File: config.mk
export PLATFORM = sky130hd
export DESIGN_NAME = led_pattern_gen
export DESIGN_NICKNAME = d
export VERILOG_FILES = /design/src/rtl/led_pkg.sv /design/src/rtl/led_tick_div.sv /design/src/rtl/led_pattern_gen.sv
export SDC_FILE = /design/constraint.sdc
export NUM_CORES = 1
export LEC_CHECK = 0
export CAP_MARGIN = 15
export CELL_PAD_IN_SITES_DETAIL_PLACEMENT = 1
export CELL_PAD_IN_SITES_GLOBAL_PLACEMENT = 2
export CORE_MARGIN = 2
export CORE_UTILIZATION = 40
export DETAILED_ROUTE_END_ITERATION = 7
export PLACE_DENSITY_LB_ADDON = 0.1
export SETUP_SLACK_MARGIN = 0.5
export SLEW_MARGIN = 20
export SYNTH_ARGS = -nofsm -noshare
export SYNTH_HDL_FRONTEND = slang
export SYNTH_SLANG_ARGS = --single-unit
File: constraint.sdc
create_clock -name clk -period 2.9 [get_ports clk]
set_input_delay 0.435 -clock clk [delete_from_list [all_inputs] [get_ports clk]]
set_output_delay 0.435 -clock clk [all_outputs]
set_load 0.01 [all_outputs]
File: src/rtl/led_pkg.sv
// rtl/led_pkg.sv - shared encodings for the LED pattern generator
//
// Purpose: mode select encodings and the BOUNCE direction type used by
//          led_pattern_gen and the bench.
// Ports:   none (package).
package led_pkg;

  localparam logic [1:0] MODE_FILL   = 2'b00;
  localparam logic [1:0] MODE_RUN    = 2'b01;
  localparam logic [1:0] MODE_BOUNCE = 2'b10;
  localparam logic [1:0] MODE_BLINK  = 2'b11;

  typedef enum logic {
    DIR_UP   = 1'b0,
    DIR_DOWN = 1'b1
  } dir_t;

endpackage

File: src/rtl/led_tick_div.sv
// rtl/led_tick_div.sv - pausable prescaler producing one tick per TICK_DIV cycles
//
// Purpose: counts 0..TICK_DIV-1 while pause=0 and flags the terminal count
//          as tick. clr restarts the count from zero and wins over pause.
// Ports:   clk   - clock
//          rst_n - asynchronous active-low reset
//          clr   - synchronous clear of the count
//          pause - 1 holds the count and masks tick
//          tick  - combinational, high in the cycle cnt==TICK_DIV-1 and pause=0
module led_tick_div #(
  parameter int unsigned TICK_DIV = 25000000,
  parameter int          CNT_W    = $clog2(TICK_DIV)
) (
  input  logic clk,
  input  logic rst_n,
  input  logic clr,
  input  logic pause,
  output logic tick
);

  localparam logic [CNT_W-1:0] CNT_LAST = CNT_W'(TICK_DIV - 1);

  logic [CNT_W-1:0] cnt;

  assign tick = !pause && (cnt == CNT_LAST);

  always_ff @(posedge clk or negedge rst_n) begin
    if (!rst_n) begin
      cnt <= '0;
    end else if (clr) begin
      cnt <= '0;
    end else if (!pause) begin
      cnt <= (cnt == CNT_LAST) ? '0 : cnt + 1'b1;
    end
  end

endmodule

File: src/rtl/led_pattern_gen.sv
// rtl/led_pattern_gen.sv - WIDTH-bit LED pattern generator with four runtime modes
//
// Purpose: steps a FILL / RUN / BOUNCE / BLINK pattern once every TICK_DIV
//          clocks. A change on mode reloads the new mode's seed and restarts
//          the prescaler; pause freezes both.
// Build option: LED_ACTIVE_LOW_EN defined inverts the led port for LEDs wired
//          to VCC (reset then lights every LED). Undefined: active-high.
// Ports:   clk   - board clock
//          rst_n - asynchronous active-low reset
//          mode  - 00 FILL, 01 RUN, 10 BOUNCE, 11 BLINK
//          pause - 1 freezes prescaler and pattern
//          led   - registered LED drive
//          step  - one-cycle strobe in the cycle a tick-driven value appears
module led_pattern_gen
  import led_pkg::*;
#(
  parameter int          WIDTH    = 4,
  parameter int unsigned TICK_DIV = 25000000,
  parameter int          CNT_W    = $clog2(TICK_DIV)
) (
  input  logic             clk,
  input  logic             rst_n,
  input  logic [1:0]       mode,
  input  logic             pause,
  output logic [WIDTH-1:0] led,
  output logic             step
);

  localparam logic [WIDTH-1:0] ONES = '1;
  localparam logic [WIDTH-1:0] ONE  = {{(WIDTH-1){1'b0}}, 1'b1};

  logic [1:0]       mode_q;
  dir_t             dir_q, dir_d;
  logic [WIDTH-1:0] pat_q, pat_d;
  logic             step_d;
  logic             reload;
  logic             tick;

  // Any difference between the live and registered mode is a mode change;
  // it also catches a non-FILL mode present when reset releases.
  assign reload = (mode != mode_q);

  led_tick_div #(
    .TICK_DIV (TICK_DIV),
    .CNT_W    (CNT_W)
  ) u_tick_div (
    .clk   (clk),
    .rst_n (rst_n),
    .clr   (reload),
    .pause (pause),
    .tick  (tick)
  );

  function automatic logic [WIDTH-1:0] seed(input logic [1:0] m);
    return (m == MODE_RUN || m == MODE_BOUNCE) ? ONE : ONES;
  endfunction

  always_comb begin
    pat_d  = pat_q;
    dir_d  = dir_q;
    step_d = 1'b0;
    if (reload) begin
      // Reload wins over a coincident tick, so no step is reported.
      pat_d = seed(mode);
      dir_d = DIR_UP;
    end else if (tick) begin
      step_d = 1'b1;
      case (mode_q)
        MODE_FILL: pat_d = (pat_q == '0) ? ONES : (pat_q << 1);
        MODE_RUN:  pat_d = {pat_q[WIDTH-2:0], pat_q[WIDTH-1]};
        MODE_BOUNCE: begin
          // Turn around on the same tick that reaches an end, so the end
          // position is shown for exactly one step.
          if (dir_q == DIR_UP) begin
            if (pat_q[WIDTH-1]) begin
              dir_d = DIR_DOWN;
              pat_d = pat_q >> 1;
            end else begin
              pat_d = pat_q << 1;
            end
          end else begin
            if (pat_q[0]) begin
              dir_d = DIR_UP;
              pat_d = pat_q << 1;
            end else begin
              pat_d = pat_q >> 1;
            end
          end
        end
        default:   pat_d = ~pat_q;
      endcase
    end
  end

  always_ff @(posedge clk or negedge rst_n) begin
    if (!rst_n) begin
      mode_q <= MODE_FILL;
      dir_q  <= DIR_UP;
      pat_q  <= ONES;
      step   <= 1'b0;
    end else begin
      mode_q <= mode;
      dir_q  <= dir_d;
      pat_q  <= pat_d;
      step   <= step_d;
    end
  end

`ifdef LED_ACTIVE_LOW_EN
  assign led = ~pat_q;
`else
  assign led = pat_q;
`endif

endmodule

# Word level (Yosys, flattened, before mapping)
# Cells that the tools add are included.
# totals
register_bits	33
latch_bits	0
ramBits	0
romBits	0
elab_cells	41
n_memories	0
# op_classes
n_addsub	1
multipliers	0
n_div	0
order_cmp	0
n_eq_ne	7
shift	0
n_mux	19
bitwise_logic	1
n_reduce_logical	8
# op_table
op	n
25-bit two-way mux	3
4-bit two-way mux	7
25-bit by 1-bit adder with 25-bit output (second input constant)	1
25-bit == test (second input constant)	1
4-bit one-hot mux with 3 select lines	1
1-bit two-way mux	8
2-bit by 1-bit == test with 1-bit output (second input constant)	2
2-bit == test (second input constant)	2
4-bit zero test	1
4-bit NOT	1
2-bit nonzero test	2
2-bit zero test	1
2-bit by 1-bit inequality test with 1-bit output (second input constant)	1
2-bit inequality test	1
2-bit AND reduction	1
1-bit logical AND	1
1-bit zero test	1
1-bit logical OR	1

# Depth between registers and ports, before layout
# logic_depth
ltp_word	5
depth_mapped	8

# Modules after synthesis
# From an unflattened synthesis, not the netlist that was laid out.
# hier_totals
hier_cells	237
hier_area_um2	2045.7
# by_module_without_submodules
mod	instances	cells_each	area_per_inst_um2	seq_area_each_um2
led_tick_div	1	143	1357.6	625.6
led_pattern_gen	1	94	688.2	205.2

# Worst setup path after synthesis
# OpenSTA, ideal clock, no wires.
# synth_path
kind	reg2reg
from	register u_tick_div.cnt[0]
to	register u_tick_div.cnt[5]
arrival_time_ps	1858
path_slack_ps	920
stages_incl_launch_ff	9
period_less_slack_ps	1980
path_cell_list	dfrtp_1 -> ha_1 -> and4_1 -> clkbuf_1 -> nand4_1 -> buf_2 -> o21ai_1 -> buf_2 -> nor2_1
# synth_via
elab_chain_len	4
word_cells_on_any_way	5
classes_between	add/sub (1); eq/ne (1); mux (3)
# synth_lines
element	line_no	rtl
from (decl)	led_tick_div.sv:23	logic [CNT_W-1:0] cnt;
from (signal assigned)	led_tick_div.sv:33	cnt <= (cnt == CNT_LAST) ? '0 : cnt + 1'b1;
25-bit by 1-bit adder with 25-bit output / 25-bit == test (equally long branches)	led_tick_div.sv:33	
25-bit two-way mux *	led_tick_div.sv:33	
25-bit two-way mux *	led_tick_div.sv:32	end else if (!pause) begin
25-bit two-way mux *	led_tick_div.sv:30	end else if (clr) begin
# Every way passes the cells marked *; elsewhere a longest branch is shown, timed or not. The select of a mux whose other input is x is not followed.
# A chain may end at the register's enable or synchronous reset.

# Worst setup path in the final report
# layout_path
from	input pause
to	register u_tick_div.cnt[13]
# layout_via
elab_chain_len	1
# layout_lines
element	line_no	rtl
from (decl)	led_pattern_gen.sv:24	input logic pause,
2-bit by 1-bit inequality test with 1-bit output (no source line)	-	
# No other way between the ends.

==> impl.org <==
** Detailed routing
- DR DRC count :: 0
- In the routed layout, each cell is associated on average with a via count of ~6.3.
- DR iter-0 viols :: 121
- Routed Antenna Nets :: 0
- The routed design has about 5800 µm of wire.
- Across all layers, the routed design uses roughly 1900 vias.
- In the final routed layout, each cell accounts on average for around 19 µm.
- The first detailed-routing pass ran for 4 iterations.

** Place
- Buffers on Ports :: 9
- Once placement completed, the tool counted placed cells totaling 290.
- Routability-driven placement finished with a final weighted congestion of between 0.8 and 0.9.
- After legalization and detailed placement, the total HPWL measured approximately 4100 µm.

** Global routing
- For this run, global-route usage on met3 was measured as between 4 and 5%.
- The via count of the first global-routing pass was a little under 2000.
- Global routing finished with a remaining overflow of 0.
- GR peak layer :: met2
- Entering global routing, the biggest net connects 34 pins.
- Antenna violations before repair :: 0
- Global-route wire length before repair :: ~10000 µm
- For this run, global-route usage on met2 was measured as between 30% and 40%.
- Global routing used approximately a quarter of the available tracks across all layers.
- Global routing used a little under a third of the available met1 tracks.

** CTS
- Post-cts hold buffer count :: 0
- The clock tree synthesis step divided the H-tree into 2 levels.
- Clock tree synthesis selected as its root buffer the cell sky130_fd_sc_hd__clkbuf_8.
- The clock net in this run drives a total of 33 sinks.
- Once the clock tree was built, the setup fixing pass inserted 0 buffers.
- Number of buffers on the longest clock path :: 2
- TritonCTS built the clock tree.
- Clock buffer count from CTS :: 5
- The clock reaches the later pin of the worst-skew pair after roughly 0.29 ns.
- Post-CTS Resized :: 0
- After clock tree synthesis, the clock-pin slew on the worst setup and hold paths is around 0.070 ns.

** Setup path
- Data arrives at the worst endpoint at ~2.4 ns.
- Along the worst path, the maximum fanout reaches 9.
- Critical R2R Launch :: u_tick_div.cnt[6]$_DFFE_PN0P_
- Required time at the worst-slack endpoint :: 3.12 ns
- The critical path is of the in2reg type.
- The worst setup path is launched from a primary input.
- The critical path starts at pause.
- The worst setup path is captured at a register.

** Die
- The die covers between 5000 and 6000 µm².
- In this run the standard cell core region covers 4790 µm².
- 10 I/O pins were placed.
- Initial core utilization :: between 40% and 50%
- From left edge to right edge, the die measures around 75 µm.
- After floorplanning, the core was divided into 25 placement rows.
- In this run the vertical extent of the chip is ~75 µm.

** Cells and area
- Fin cells :: 301
- ANT cells :: 0
- Layout Nets :: approximately 240
- Layout cell share with drive strength beyond 1 :: a little over a tenth
- From synthesis to final layout, the design area changed by 13.5%.

** Timing
- Setup-violating endpoint count in the final report :: 0
- Final critical-path required period :: 2.23 ns
- Final Max Slew Viols :: 0
- Setup repair after global routing missed its margin :: false
- Static timing analysis puts the maximum clock frequency at ~450 MHz.
- Max_slew headroom :: 66.0%
- Setup total negative slack :: 0 ns
- Maximum clock skew at final layout :: roughly 0.0029 ns
- After layout, the worst path uses between 70% and 80% of the clock period.
- Worst Max-Slew Pin Slew :: approximately 0.5 ns
- Hold Violations, Final :: 0

** Power and ir drop
- Power density over the cells :: about 440 nW/µm²
- In this run the static leakage power is between 0.7 and 0.8 nW.
- Worst VDD drop :: 215 µV

** Logic synthesis
- Of all cell types, the one taking the most synthesized area is sky130_fd_sc_hd__dfrtp_1.
- In this run the mean area of a mapped cell was 8.95 µm².
- Synth Register Bits :: 33
- The share of the Yosys chip area taken by registers is slightly above 40%.
- Unique masters post-synth :: 46
- Net Count, Synth :: 230
- After synthesis, the cell types taking the most area are sky130_fd_sc_hd__dfrtp_1, sky130_fd_sc_hd__dfstp_2, sky130_fd_sc_hd__or4_1.
- For this run, the leading register cell type out of synthesis is sky130_fd_sc_hd__dfrtp_1.
- Most frequent cell after synthesis :: sky130_fd_sc_hd__dfrtp_1
- After synthesis, the share of flip-flops with an asynchronous set or reset is 100%.
- The Yosys step of the flow raised 0 warnings.
- Combined area of all synthesized cells :: about 2000 µm²
- Counting instances in the post-synthesis netlist gives the leading cell types as sky130_fd_sc_hd__dfrtp_1, sky130_fd_sc_hd__a21oi_1, sky130_fd_sc_hd__nand2_1.
- The synthesized design devotes to its leading area cell type a little over a third of total area.
- Synthesized instance count :: 224
- EDFF count, synth :: 0

** Outcome
- Result of the run :: finished clean

** Worst hold path
- Worst min path class :: in2async

** Flow run
- The tool flagged a number of max-cap violations equal to 0.
==> path summary, 6_finish.rpt <==
| check | to | slack, ns | cells after the start |
|---|---|---|---|
| max | u_tick_div.cnt[13]$_DFFE_PN0P_ | 0.67 | 5 |
| min reg2reg | u_tick_div.cnt[3]$_DFFE_PN0P_ | 0.56 | 1 |
| max in group asynchronous | led[0]$_DFFE_PN1P_ | 2.00 | 2 |
| min in group clk | u_tick_div.cnt[3]$_DFFE_PN0P_ | 0.56 | 1 |
| min | u_tick_div.cnt[22]$_DFFE_PN0P_ | 0.56 | 2 |
| max reg2reg | dir_q$_DFFE_PN0P_ | 0.75 | 4 |
==> state kept, by name, summed over array words and instances (netlist names) <==
register	cells
u_tick_div.cnt	25
led	4
mode_q	2
dir_q	1
step	1
==> stage by stage <==
| step | worst slack [ns] | total power, mW | hold slack (ns) | cell area (µm²) | utilization, % |
|---|---|---|---|---|---|
| after floorplan | 0.920 | 0.566 | 0.139 | 2010 | - |
| after global placement | 0.465 | 0.617 | 0.532 | 2150 | 45.0 |
| after detailed placement | 0.263 | 0.622 | 0.553 | 2150 | 45.0 |
| after CTS | 0.552 | 1.02 | 0.564 | 2250 | 47.1 |
| after global routing | 0.554 | 1.05 | 0.574 | 2280 | 47.6 |
| final | 0.674 | 1.01 | 0.556 | 2280 | 47.6 |
==> critical path: stages <==
cell                              delay, ns
sky130_fd_sc_hd__clkdlybuf4s50_1       0.57
sky130_fd_sc_hd__nand4b_1              0.37
sky130_fd_sc_hd__or4_1                 0.54
sky130_fd_sc_hd__or3_1                 0.36
sky130_fd_sc_hd__a21oi_1               0.16
==> report_power, final <==
part / switching (mW) / total (mW) / internal, mW / leakage [nW]
clock: 0.179 / 0.393 / 0.215 / 0.0542
sequential: 0.0255 / 0.501 / 0.476 / 0.442
combinational: 0.0667 / 0.112 / 0.0448 / 0.293
total: 0.271 / 1.01 / 0.735 / 0.789
==> kinds of logic after synthesis <==
family	after synthesis	share of synthesized area [%]
buffers and inverters	19	3.81
and+or+nand+nor	100	30.2
xor gates and xnor gates	10	4.37
muxes	1	0.499
adders and majority gates	1	0.624
AOI/OAI and AO/OA	60	19.1
DFF	33	41.4
==> cells in the final DEF, fill, tap and decap left out, types with 9 or more instances in the layout <==
cell type and count:
sky130_fd_sc_hd__o31ai_1 10, sky130_fd_sc_hd__nand2_1 14, sky130_fd_sc_hd__o21ai_0 12, sky130_fd_sc_hd__or4_1 13, sky130_fd_sc_hd__a21oi_1 18, sky130_fd_sc_hd__clkdlybuf4s50_1 9
sky130_fd_sc_hd__nor2_1 13, sky130_fd_sc_hd__nand3_1 9, sky130_fd_sc_hd__dfrtp_1 29, sky130_fd_sc_hd__nand4_1 11
==> area by class of cell <==
cell class | instances | area (µm²)
Fill cell | 564 | 2510
Timing Repair Buffer | 16 | 143
Inverter | 5 | 18.8
Multi-Input combinational cell | 172 | 1100
Sequential cell | 33 | 831
Clock buffer | 7 | 96.3
Tap cell | 67 | 83.8
Clock inverter | 1 | 5.00
==> per-layer routing <==
layer	wire length, µm	vias up
met1	2650	961
met3	222	6
li1	-	889
met5	0	-
met2	2830	32
met4	68	0
(Power assumes the default switching activity.)
